`config.mk`:
```
export PLATFORM = sky130hd
export DESIGN_NAME = target_encoder
export DESIGN_NICKNAME = d
export VERILOG_FILES = /design/src/rtl/target_encoder.sv
export SDC_FILE = /design/constraint.sdc
export NUM_CORES = 1
export LEC_CHECK = 0
export ABC_AREA = 1
export ABC_CLOCK_PERIOD_IN_PS = 1900
export CAP_MARGIN = 20
export CORE_MARGIN = 2
export CORE_UTILIZATION = 25
export CTS_BUF_LIST = sky130_fd_sc_hd__clkbuf_4
export DETAILED_ROUTE_END_ITERATION = 8
export DONT_BUFFER_PORTS = 1
export PLACE_DENSITY = 0.4
export SLEW_MARGIN = 20
export SYNTH_ARGS = -nofsm -noshare
export SYNTH_HDL_FRONTEND = slang
export SYNTH_SLANG_ARGS = --single-unit
```
`constraint.sdc`:
```
create_clock -name Clk -period 1.9 [get_ports Clk]
set_input_delay 0.38 -clock Clk [delete_from_list [all_inputs] [get_ports Clk]]
set_output_delay 0.38 -clock Clk [all_outputs]
set_load 0.01 [all_outputs]
```
`src/rtl/target_encoder.sv`:
```
// target_encoder: writable 16-entry target table with a sequential reverse
// lookup. A search walks the table one entry per cycle, starting at index 0,
// and reports the lowest index whose valid entry equals the requested target.
module target_encoder #(
    parameter int DEPTH = 16,
    parameter int AW    = 4,
    parameter int DW    = 10
) (
    input  logic          Clk,
    input  logic          Reset_n,
    input  logic          Clear,
    input  logic          WrEn,
    input  logic [AW-1:0] WrAddr,
    input  logic [DW-1:0] WrData,
    input  logic [AW-1:0] RdAddr,
    output logic [DW-1:0] RdTarget,
    input  logic          ReqValid,
    output logic          ReqReady,
    input  logic [DW-1:0] ReqTarget,
    output logic          ResValid,
    input  logic          ResReady,
    output logic [AW-1:0] ResAddr,
    output logic          ResHit
);

    typedef enum logic [1:0] {IDLE, SCAN, DONE} state_t;

    state_t        state, state_nxt;
    logic [DW-1:0] entry_data [DEPTH];
    logic [DEPTH-1:0] entry_vld;
    logic [AW-1:0] ptr;
    logic [DW-1:0] tgt;
    logic [AW-1:0] res_addr;
    logic          res_hit;
    logic          cur_match;
    logic          last;

    // Compare against registered contents, so a write landing this edge is
    // only visible to entries the pointer has not reached yet.
    assign cur_match = entry_vld[ptr] && (entry_data[ptr] == tgt);
    assign last      = (ptr == AW'(DEPTH - 1));

    // Readback is independent of the search and has no latency.
    assign RdTarget = entry_vld[RdAddr] ? entry_data[RdAddr] : '0;
    assign ResAddr  = res_addr;
    assign ResHit   = res_hit;

    // Table storage: Clear first, then the write, so a same-cycle write survives.
    always_ff @(posedge Clk or negedge Reset_n) begin
        if (!Reset_n) begin
            entry_vld <= '0;
            for (int i = 0; i < DEPTH; i++) entry_data[i] <= '0;
        end else begin
            if (Clear) entry_vld <= '0;
            if (WrEn) begin
                entry_data[WrAddr] <= WrData;
                entry_vld[WrAddr]  <= 1'b1;
            end
        end
    end

    // FSM state register.
    always_ff @(posedge Clk or negedge Reset_n) begin
        if (!Reset_n) state <= IDLE;
        else          state <= state_nxt;
    end

    // Next-state and handshake outputs.
    always_comb begin
        state_nxt = state;
        ReqReady  = 1'b0;
        ResValid  = 1'b0;
        case (state)
            IDLE: begin
                ReqReady = 1'b1;
                if (ReqValid) state_nxt = SCAN;
            end
            SCAN: begin
                if (cur_match || last) state_nxt = DONE;
            end
            DONE: begin
                ResValid = 1'b1;
                if (ResReady) state_nxt = IDLE;
            end
            default: state_nxt = IDLE;
        endcase
    end

    // Search datapath: latch target, advance pointer, capture the result.
    always_ff @(posedge Clk or negedge Reset_n) begin
        if (!Reset_n) begin
            ptr      <= '0;
            tgt      <= '0;
            res_addr <= '0;
            res_hit  <= 1'b0;
        end else begin
            case (state)
                IDLE: begin
                    if (ReqValid) begin
                        tgt <= ReqTarget;
                        ptr <= '0;
                    end
                end
                SCAN: begin
                    if (cur_match) begin
                        res_addr <= ptr;
                        res_hit  <= 1'b1;
                    end else if (last) begin
                        res_addr <= '0;
                        res_hit  <= 1'b0;
                    end else begin
                        ptr <= ptr + AW'(1);
                    end
                end
                default: ;
            endcase
        end
    end

endmodule

```
; ---- Yosys cells after proc, flatten, opt, wreduce, memory -nomap -nowiden
; Index checks and enable logic that the tools add are counted.
[word_totals]
out_inout_bits = 17
elab_cells = 87
inputBits = 34
register_bits = 197
[classes]
bitwise_logic = 4
magnitude_cmp = 8
n_eq_ne = 9
addsub = 1
n_reduce_logical = 11
muxes = 32
[ops]
columns = op, count
row1 = 160-bit bitwise mux, 1
row2 = 10-bit binary-select mux with 4-bit select, 2
row3 = 10-bit 2-to-1 mux, 6
row4 = 10-bit demux with 4-bit select, 1
row5 = 16-bit 2-to-1 mux, 2
row6 = 4-bit 2-to-1 mux, 5
row7 = 16-bit bitwise OR, 1
row8 = "5-bit >= comparator, second input constant", 3
row9 = "4-bit by 5-bit less-than comparator with 1-bit output, second input constant", 3
row10 = 4-bit inverter with 5-bit output, 3
row11 = 10-bit == test, 1
row12 = "2-bit inequality test, second input constant", 5
row13 = 1-bit binary-select mux with 4-bit select, 2
row14 = 4-bit case mux with 2 select lines, 1
row15 = 1-bit 2-to-1 mux, 7
row16 = 2-bit 2-to-1 mux, 3
row17 = 2-bit case mux with 3 select lines, 1
row18 = "5-bit by 1-bit less-than comparator with 1-bit output, second input constant", 1
row19 = "4-bit by 1-bit adder with 4-bit output, second input constant", 1
row20 = 1-bit demux with 4-bit select, 1
row21 = "4-bit == test, second input constant", 1
row22 = "4-bit by 1-bit >= comparator with 1-bit output, second input constant", 1
row23 = 2-bit AND reduction, 2
row24 = 4-bit AND reduction, 1
row25 = other kinds (7), 10

; ---- Longest topological paths before layout
[logic_depth]
depth_word = 9
ltp_mapped = 19
mapped_depth_nobuf = 17

; ---- Least setup slack after synthesis
; No wires, ideal clock.
[synth_timing]
path_type = input-to-output
startpoint = input RdAddr[1]
endpoint = output RdTarget[0]
slack_ns = -0.101
required_time_ns = 1.520
n_path_buf = 2
path_stages = 8
arrival_ns = 1.621
path_cell_list = clkbuf_1 clkbuf_1 o21ai_0 a21oi_1 o221ai_1 nand2_1 o21ai_0 inv_1
[synth_between]
elab_chain_len = 5
elab_cells_between_ends = 7
classes_between = mux (6) / bitwise (1)
[synth_lines]
columns = item, line
row1 = "start, declared", 15  ; input logic [AW-1:0] RdAddr,
row2 = 4-bit inverter with 5-bit output (implied by the code), 44  ; assign RdTarget = entry_vld[RdAddr] ? entry_data[RdAddr] : '0;
row3 = 10-bit binary-select mux with 4-bit select, 44
row4 = 10-bit 2-to-1 mux (implied by the code) (2 in series), 44
row5 = 10-bit 2-to-1 mux *, 44
row6 = "end, declared", 16  ; output logic [DW-1:0] RdTarget,
; Mark *: on every way between the ends. The rest lies on a longest branch, timed or not. The select of a mux whose other input is x is not followed.

; ---- Final worst setup path
[layout_timing]
startpoint = register entry_vld[13]
endpoint = output RdTarget[2]
[layout_between]
elab_chain_len = 3
[layout_lines]
columns = item, line
row1 = "start, declared", 30  ; logic [DEPTH-1:0] entry_vld;
row2 = "start signal, assigned", 51  ; entry_vld <= '0;
row3 = "start signal, assigned", 54  ; if (Clear) entry_vld <= '0;
row4 = "start signal, assigned by index", 57  ; entry_vld[WrAddr] <= 1'b1;
row5 = 1-bit binary-select mux with 4-bit select, 44
row6 = 1-bit 2-to-1 mux (implied by the code), 44
row7 = 10-bit 2-to-1 mux, 44
; Every way passes these cells. The select of a mux whose other input is x is not followed.

==> flow_metrics.py <==
metrics = {
    "sta": {
        "min_period_over_period_pct": 130,
        "worstMarginPinSlew_ps": 561,
        "hold_ws_ps": -554,
        "fmax_ghz": 0.405,
        "slew_headroom_pct": 62.6,
        "tns_ps": -10600,
        "hold_viol_final": 197,
        "maxSlewViolCount": 0,
        "worst_clock_skew_ps": 42.1,
        "rsz0062_at_grt": "yes",
        "fin_ws_ps": -572,
        "post-route-min-period_ps": 2470,
        "finalSetupViolations": 21,
    },
    "clocking": {
        "clk_latency_ps": 660,
        "cts_tree": "built",
        "postCtsHoldBufs": 27,
        "cts_buffer_depth": 2,
        "cts_made_buffers": 17,
        "clkTransAtPathRegs_ps": 170,
        "cts.sinks": 197,
        "root_buffer": "clkbuf_4",
        "htreeDepth": 4,
    },
    "grt": {
        "grt_start_max_net_pins": 198,
        "grt_use_met1_pct": 29.3,
        "grt-ovfl-total": 0,
        "busiest_layer": "met2",
        "grt_pass1_wl_um": 66700,
        "grt_pass1_vias": 10200,
        "use_met3_pct": 3.32,
        "antenna_found_initial": 1,
        "grt.met2_usage_pct": 30.5,
        "grt_usage_pct": 20.1,
    },
    "placed_design": {
        "dp_hpwl_um": 27600,
        "post_dp_cell_area_um2": 12100,
        "port_buffers": 0,
        "place.gp.congestion": 0.809,
    },
    "floorplan": {
        "coreArea_um2": 43300,
        "dieArea_um2": 45700,
        "initial_core_util_pct": 25.4,
        "rows": 76,
        "die_w_um": 214,
        "io_pins": 51,
        "fp.dieH_um": 214,
    },
    "power": {
        "clockPowerShare_pct": 14.9,
        "p_total_mw": 16.5,
        "p_leak_nw": 6.28,
        "ir_drop_mv": 0.625,
        "power.internal_mw": 9.52,
        "switchingPower_mw": 6.94,
        "seqPwrFrac_pct": 34.5,
        "combinationalPowerShare_pct": 50.6,
        "power_switching_share_pct": 42.1,
        "powerDensity_nw_per_um2": 1230,
    },
    "routing": {
        "antenna_left": 0,
        "wl_per_cell_um": 20.6,
        "wl_um": 45000,
        "drt_iter0_markers": 863,
        "drc_errors": 0,
        "viasPerCell": 4.84,
        "drtPass1Iterations": 5,
        "dr_total_vias": 10600,
    },
    "layout": {
        "postLayoutCellArea_um2": 13300,
        "final_common_cell": "nand2_1",
        "area_growth_pct": 21.1,
        "drive_above_1_share_pct": 14.3,
        "mostFrequentLayoutCells": "nand2_1 (382), o21ai_0 (251), dfrtp_1 (195), inv_1 (147), nand3_1 (111)",
        "nets": 1622,
    },
    "synth": {
        "avgSynthCellArea_um2": 7.13,
        "synth_cells": 1544,
        "ys_seq_area_share_pct": 44.8,
        "ys_warn_count": 0,
        "yosysUniqueCellTypes": 31,
        "syn_area_um2": 11000,
        "syn_nets": 1579,
        "synth-seq-cells": 197,
    },
    "setup_path": {
        "cp-start-kind": "flip-flop",
        "path_max_fanout": 5,
        "crit_arrival_ps": 2090,
        "worstSetupEndpointType": "primary output",
        "worstPathRequired_ps": 1520,
        "crit_type": "flip-flop to primary output",
    },
    "status": {
        "status": "complete, but fails checks",
        "violations": "negative hold slack, negative setup slack",
    },
    "min_path": {
        "hold_path_class": "input port to async pin",
    },
    "run": {
        "maxCapViolCount": 0,
    },
}
-- synth_stat cells --
cell	instances	area share, %
nand2_1	399	14
o21ai_0	274	12
dfrtp_1	197	45
inv_1	161	5.5
nand3_1	126	5.7
a21oi_1	99	4.5
clkbuf_1	77	2.6
nor2_1	75	2.6
o211ai_1	25	1.7
buf_2	24	1.1
o22ai_1	15	0.85
nor3_1	12	0.55
buf_6	10	1.0
or2_0	9	0.51
o21ai_1	7	0.32
or2_1	7	0.40
buf_1	4	0.14
inv_2	4	0.14
nand2_2	3	0.17
o221ai_1	3	0.24
nor2_2	2	0.11
o211ai_2	2	0.23
a21oi_2	1	0.080
clkinv_1	1	0.034
ha_1	1	0.11
mux2_2	1	0.10
nand2_4	1	0.10
nand3_4	1	0.16
nand3b_1	1	0.068
o31ai_1	1	0.068
or2_2	1	0.057
-- power groups by stage --
stage | clock network, mW | registers, mW | logic (mW)
2_1_floorplan | 0 | 5.56 | 4.68
3_3_place_gp | 0 | 5.79 | 6.93
3_5_place_dp | 0 | 5.78 | 6.94
4_1_cts | 2.55 | 5.67 | 8.07
5_1_grt | 2.68 | 5.80 | 9.13
6_report | 2.46 | 5.68 | 8.32
-- repair_timing --
item / 4_1_cts / 5_1_grt
buffers inserted: 6 / 2
endpoints found under the setup margin: 21 / 21
hold endpoints to repair: 244 / 197
resized for setup: 76 / 44
pin swaps: 12 / 18
gates cloned: 6 / 2
-- stage by stage --
step,std cells,utilization (%),setup WS (ps)
2_1_floorplan,1544,-,-2.68
3_3_place_gp,2113,28.1,-444
3_5_place_dp,2113,28.1,-452
4_1_cts,2182,30.3,-640
5_1_grt,2185,30.8,-705
6_report,2185,30.8,-572
-- state kept, by name, summed over array words and instances (netlist names) --
| name | flops |
|---|---|
| ResAddr | 4 |
| ResHit | 1 |
| entry_data | 160 |
| entry_vld | 16 |
| ptr | 4 |
| state | 2 |
| tgt | 10 |
-- final cells by class --
class,instances,area [µm²]
Multi-Input combinational cell,1066,5240
Fill cell,4739,29900
Antenna cell,1,2.50
Sequential cell,197,4930
Inverter,166,628
Clock inverter,13,140
Tap cell,585,732
Clock buffer,18,135
Timing Repair Buffer,139,1520
-- per-layer routing --
layer	up-vias	part of all wire, %
met5	-	0
met4	0	1.7
met3	46	5.3
met2	287	44
met1	5146	49
li1	5105	-
-- critical path, cell delays in order, from the launching register on --
cell,delay [ps]
dfrtp_1,460
a21oi_1,140
o21ai_1,90
o221ai_2,200
nand2_4,130
buf_12,170
buf_8,120
o21ai_4,60
inv_2,70
-- logic make-up after synthesis --
family	count (synthesis)	synth area share [%]
AND/OR/NAND/NOR	637	24.0
AO/OA/AOI/OAI	427	20.4
buffers and inverters	281	10.5
flip-flops	197	44.8
multiplexers	1	0.102
adder cells (fa/ha/maj)	1	0.114
-- worst paths after layout --
check                                          start                     endpoint  slack (ps)  cells past startpoint
max                          entry_vld[13]$_DFF_PN0_                  RdTarget[2]        -570                      8
min                                          Reset_n  entry_data[133]$_DFFE_PN0P_        -550                      0
max reg2reg                       ptr[0]$_DFFE_PN0P_       ResAddr[2]$_DFFE_PN0P_        -520                     16
min reg2reg                entry_data[9]$_DFFE_PN0P_    entry_data[9]$_DFFE_PN0P_         510                      2
max in group asynchronous                    Reset_n   entry_data[82]$_DFFE_PN0P_        2030                      0
min in group Clk                            ReqValid           tgt[2]$_DFFE_PN0P_          60                      2
No activity file was read; power rests on OpenSTA's default activity.
